--- src/rtl/data_memory_if.sv ---
// Load/store port of the data memory: address, write strobe and data in, read data out.
// The memory drives only D_out; the memory stage of the datapath drives everything else.
interface data_memory_if #(
    parameter int ADDR_WIDTH = 5,
    parameter int DATA_WIDTH = 64
);
    logic [ADDR_WIDTH-1:0] ADDR;
    logic                  WE;
    logic [DATA_WIDTH-1:0] D_in;
    logic [DATA_WIDTH-1:0] D_out;

    modport master (output ADDR, output WE, output D_in, input  D_out);
    modport slave  (input  ADDR, input  WE, input  D_in, output D_out);
endinterface

--- src/rtl/data_memory.sv ---
// Word-addressed data RAM for the RISC-V memory stage: synchronous write, combinational read.
// An asynchronous active-low reset clears the whole array.
module data_memory #(
    parameter int ADDR_WIDTH = 5,
    parameter int DATA_WIDTH = 64
) (
    input  logic          CLK,
    input  logic          RST_N,
    data_memory_if.slave  bus
);
    localparam int DEPTH = 1 << ADDR_WIDTH;

    logic [DATA_WIDTH-1:0] r_mem [DEPTH];
    logic [DATA_WIDTH-1:0] w_rdata;

    // Flop array rather than block RAM, so every word can be cleared at once on reset.
    always_ff @(posedge CLK or negedge RST_N) begin
        if (!RST_N) begin
            for (int i = 0; i < DEPTH; i++) begin
                r_mem[i] <= '0;
            end
        end else if (bus.WE) begin
            r_mem[bus.ADDR] <= bus.D_in;
        end
    end

    assign w_rdata   = r_mem[bus.ADDR];
    assign bus.D_out = w_rdata;
endmodule

--- src/flat_wrapper.sv ---
// flat-port wrapper written by rule: the top's interface ports become plain ports
module data_memory_flat 
#(
    parameter int ADDR_WIDTH = 5,
    parameter int DATA_WIDTH = 64
)
  (CLK, RST_N, bus_ADDR, bus_WE, bus_D_in, bus_D_out);
  data_memory_if #(.ADDR_WIDTH(ADDR_WIDTH), .DATA_WIDTH(DATA_WIDTH)) bus_i ();
  input  logic CLK;
  input  logic RST_N;
  input wire logic [$bits(bus_i.ADDR)-1:0] bus_ADDR;
  input wire logic [$bits(bus_i.WE)-1:0] bus_WE;
  input wire logic [$bits(bus_i.D_in)-1:0] bus_D_in;
  output wire logic [$bits(bus_i.D_out)-1:0] bus_D_out;
  assign bus_i.ADDR = bus_ADDR;
  assign bus_i.WE = bus_WE;
  assign bus_i.D_in = bus_D_in;
  assign bus_D_out = bus_i.D_out;
  data_memory #(.ADDR_WIDTH(ADDR_WIDTH), .DATA_WIDTH(DATA_WIDTH)) u_core (.CLK(CLK), .RST_N(RST_N), .bus(bus_i));
endmodule
--- config.mk ---
export PLATFORM = sky130hd
export DESIGN_NAME = data_memory_flat
export DESIGN_NICKNAME = d
export VERILOG_FILES = /design/src/rtl/data_memory_if.sv /design/src/rtl/data_memory.sv /design/src/flat_wrapper.sv
export SDC_FILE = /design/constraint.sdc
export NUM_CORES = 2
export LEC_CHECK = 0
export CORE_MARGIN = 5
export CORE_UTILIZATION = 63
export CTS_CLUSTER_DIAMETER = 150
export DETAILED_ROUTE_END_ITERATION = 12
export GPL_TIMING_DRIVEN = 0
export MAX_ROUTING_LAYER = met4
export PLACE_DENSITY = 0.8
export SLEW_MARGIN = 10
export SYNTH_ARGS = -nofsm -noshare
export SYNTH_HDL_FRONTEND = slang
export SYNTH_SLANG_ARGS = --single-unit
--- constraint.sdc ---
create_clock -name CLK -period 2.3 [get_ports CLK]
set_input_delay 0.23 -clock CLK [delete_from_list [all_inputs] [get_ports CLK]]
set_output_delay 0.23 -clock CLK [all_outputs]
set_load 0.02 [all_outputs]
-- Word level (Yosys, flattened, before mapping)
Index checks and enable logic that the tools add are counted.
- mux-type cells: 6
- magnitude comparators: 2
- bitwise logic cells: 1
- reduce and logical (&&, ||, !) cells: 1
- operator list (operator ; number):
    $bwmux 2048 ; 1
    $bmux 64 s5 ; 1
    $demux 64 s5 ; 1
    $mux 64 ; 3
    $ge 6x6->1 const B ; 1
    $lt 6x1->1 const B ; 1
    $not 5->6 ; 1
    $logic_and 1x1->1 ; 1
- output and inout bits: 64
- word-level logic and storage cells: 42
- register bits: 2048

-- Depth between registers and ports, before layout
- word-level depth: 6
- gate-level depth with buffers: 8

-- Least setup slack after synthesis
OpenSTA, ideal clock, no wires.
- path kind: input to output
- start point: in bus_ADDR[0]
- end point: out bus_D_out[23]
- data arrival time: 1.742 ns
- stages: 7
- data required time: 2.070 ns
- buffers on the path: 3
- setup slack: 0.328 ns
- cell sequence: buf_4 buf_2 clkbuf_1 mux2i_1 o22ai_1 nor4_1 nand2_1
- cells in the longest elaborated chain, start to end: 4
- ends and longest elaborated chain (element ; RTL line ; text):
    start, declared ; flat_wrapper.sv:11 ; input wire logic [$bits(bus_i.ADDR)-1:0] bus_ADDR;
    $not 5->6 (not written as such) ; data_memory.sv:27 ; assign w_rdata = r_mem[bus.ADDR];
    $bmux 64 s5 ; data_memory.sv:27 ;
    $mux 64 (not written as such) (2 in series) ; data_memory.sv:27 ;
    end, declared ; flat_wrapper.sv:14 ; output wire logic [$bits(bus_i.D_out)-1:0] bus_D_out;
No other way between the ends. The select of a mux whose other input is x is not followed.

-- Worst setup path after layout
- start point: in bus_ADDR[0]
- end point: out bus_D_out[40]
The elaborated chain is that of the path after synthesis.

==> flow_summary_export.csv <==
group,metric,value,unit
synth,ys_top_cells_by_count,"2048 x dfrtp_1, 1809 x mux2_2, 1024 x mux2i_1",
synth,async_flop_share,1.00,
sta,fmax,0.379,GHz
worst_setup_path,end_kind,"output pin",
route,drt_first_iter_violations,5787,
synth,ys_types,31,
hold_path,min_path_type,"input port to async pin",
floorplanning,die-area,154000,um2
route,drc,0,
worst_setup_path,slowest_stage,"nor4_4",
worst_setup_path,cp.required,2.07,ns
layout,top_register,"u_core.r_mem",
floorplanning,num_rows,140,
route,ant_nets,0,
route,first_pass_iters,5,
sta,period_minus_slack,2.64,ns
route,post_drt_wl_per_cell,31.6,um
layout,final_cells,9108,
worst_setup_path,critPathTopFamily,"buffers and inverters",
worst_setup_path,path_cells,"buf_12, buf_12, buf_16, buf_12, buf_16, buf_6, mux2i_1, o22ai_2, nor4_4, nand2_2, buf_6",
sta,timing.final.ws_setup,-0.336,ns
placed_design,placed_area,96400,um2
floorplanning,start_util,0.633,
route,avgViaCountPerCell,6.70,
worst_setup_path,arrival,2.41,ns
placed_design,portBuffers,135,
synth,syn_avg_cell_area,14.1,um2
clocking,cts_tree,"built",
worst_setup_path,critical_path.max_fanout,10,
clocking,insertion_delay,0.84,ns
layout,drive_above_1_share,0.454,
global_route,grt_pass1_wl,421000,um
placed_design,place.gp.congestion,0.871,
run_status,violations,"negative hold slack, negative setup slack",
synth,synth_edf_count,0,
power,p_per_area,883,nW/um2
clocking,clkSinkCount,2048,
clocking,cts_buffers,203,
layout,largestRegisters,"u_core.r_mem: 2048 flops",
global_route,grt_overflow_total,0,
layout,final_util,0.761,
layout,areaGrowthSynthToFinish,20.3,%
synth,syn_inst,6511,
clocking,path_clk_slew,0.06,ns
layout,final_area,111000,um2
synth,synth_most_common_cell,"dfrtp_1",
synth,synthTopCellsByArea,"dfrtp_1 56%, mux2_2 22%, mux2i_1 11%, o22ai_1 3.5%, mux2_1 2.9%",
global_route,grt_start_max_net_pins,175,
power,ir_drop,0.763,mV
sta,tightestPinTransition,1.25,ns
global_route,grt_pass1_vias,64000,
synth,ys_warn_count,0,
synth,yosysSeqAreaShare,0.557,
sta,slew_headroom,0.165,
clocking,cts_root_buf,"clkbuf_16",
synth,syn-cell-area,92100,um2
layout,layout.nets,7085,
sta,rsz0062_at_grt,"true",
sta,fin_setup_tns,-16.23,ns
clocking,clockBufferDepth,3,
synth,yosysTopAreaCellShare,0.557,
worst_setup_path,startpoint_type,"input port",
clocking,cts_max_level,4,
route,routed_wl,288000,um
sta,finalHoldViolations,323,
run_status,status,"complete, but fails checks",
power,total_power,97.8,mW
floorplanning,die_w,392,um
placed_design,place_inst,8583,
synth,synth-main-ff-cell,"dfrtp_1",
floorplanning,die_h,392,um
sta,slew_violations,0,
sta,holdWs,-0.385,ns
route,vias,61100,
layout,largest_reg_flops,2048,
layout,nFillCells,8317,
worst_setup_path,worst-path-buf-inv,7,
floorplanning,coreArea,146000,um2
power,cellLeakagePower,51.1,nW
worst_setup_path,critPathKind,"input port to output pin",
global_route,grt_usage,0.380,
flow_run,cap_violations,0,
worst_setup_path,crit_top_cell,"buf_12",
global_route,antenna_found_initial,23,
sta,post-route-period-util,1.15,
floorplanning,num_io_pins,136,
worst_setup_path,cp_slowest_stage_delay,0.37,ns
synth,ys_ff_latch,2048,
sta,fin_worst_skew,0,ns
synth,synth_fp_nets,6583,
placed_design,dp_hpwl,181000,um
sta,finalSetupViolCount,137,
synth,yosys.area.top_type,"dfrtp_1",
## repair_timing
action                                 in CTS  in global routing
buffers inserted                           60                 51
resized for setup                        1430                258
endpoints found under the hold margin     597                391
pin swaps                                 199                135
hold buffers                               10                  5
gates cloned                               19                  2
setup endpoints to repair                 755                267
## through the flow
stage / hold slack, ns / setup slack (ns)
3_5_place_dp: 0.316 / -2.74
4_1_cts: -0.293 / -0.356
3_3_place_gp: 0.466 / -87.74
5_1_grt: -0.280 / -0.363
6_report: -0.385 / -0.336
2_1_floorplan: -0.0656 / 0.328
## report_power, final
group	switching [mW]	internal [mW]	leakage, nW
sequential	4.10	43.1	26.2
combinational	8.19	9.32	21.7
clock	14.2	18.9	3.23
## final timing paths
kind	start	to	slack [ns]	cells after the start
max reg2reg	u_core.r_mem[828]	u_core.r_mem[828]	1.35	2
min reg2reg	u_core.r_mem[332]	u_core.r_mem[332]	0.49	1
min in group CLK	bus_D_in[57]	u_core.r_mem[1273]	0.15	2
max	bus_ADDR[0]	bus_D_out[40]	-0.34	11
min	RST_N	u_core.r_mem[3]	-0.38	3
max in group asynchronous	RST_N	u_core.r_mem[17]	0.65	6
## worst min-delay path, cell delays in order
cell    delay [ns]
buf_16        0.09
buf_16        0.13
buf_16        0.50
## logic make-up (layout without fill, tap and decap cells)
family / count (synthesis) / after routing / synth area share
AOI/OAI and AO/OA: 512 / 512 / 0.0348
buffers and inverters: 622 / 1279 / 0.0302
other: 0 / 23 / 0
DFF: 2048 / 2048 / 0.557
and+or+nand+nor: 257 / 257 / 0.0168
muxes: 3072 / 3072 / 0.362
## routing by layer
metal | GRT usage | routed length, um
met4 | 0.213 | 20300
met3 | 0.0833 | 23400
met1 | 0.481 | 111000
met5 | - | 0
met2 | 0.575 | 133000
## placed cells by master (no fill, tap or decap), drive strengths merged, types with 3 or more instances in the layout
master | Yosys | final
buf | 311 | 531
bufbuf | 0 | 7
bufinv | 0 | 8
clkbuf | 311 | 630
clkdlybuf4s50 | 0 | 65
clkinv | 0 | 26
dfrtp | 2048 | 2048
diode | 0 | 23
dlygate4sd3 | 0 | 5
inv | 0 | 6
mux2 | 2048 | 2048
mux2i | 1024 | 1024
nand2 | 78 | 78
nand3 | 6 | 6
nand3b | 3 | 3
nand4b | 4 | 4
nand4bb | 6 | 6
nor2 | 14 | 14
nor3 | 5 | 5
nor3b | 3 | 3
nor4 | 128 | 128
o22ai | 512 | 512
or4b | 4 | 4
## layout make-up
cell class              instances  area [um2]  area share
flip-flops and latches       2048       51200       0.463
multi-input cells            3841       41700       0.377
clock buffers                 319        6090      0.0550
plain buffers                 617        4780      0.0432
repair buffers                302        4030      0.0364
well taps                    1917        2400      0.0216
clock inverters                41         460     0.00416
diodes                         23        57.6    0.000519
(Power assumes the default switching activity.)
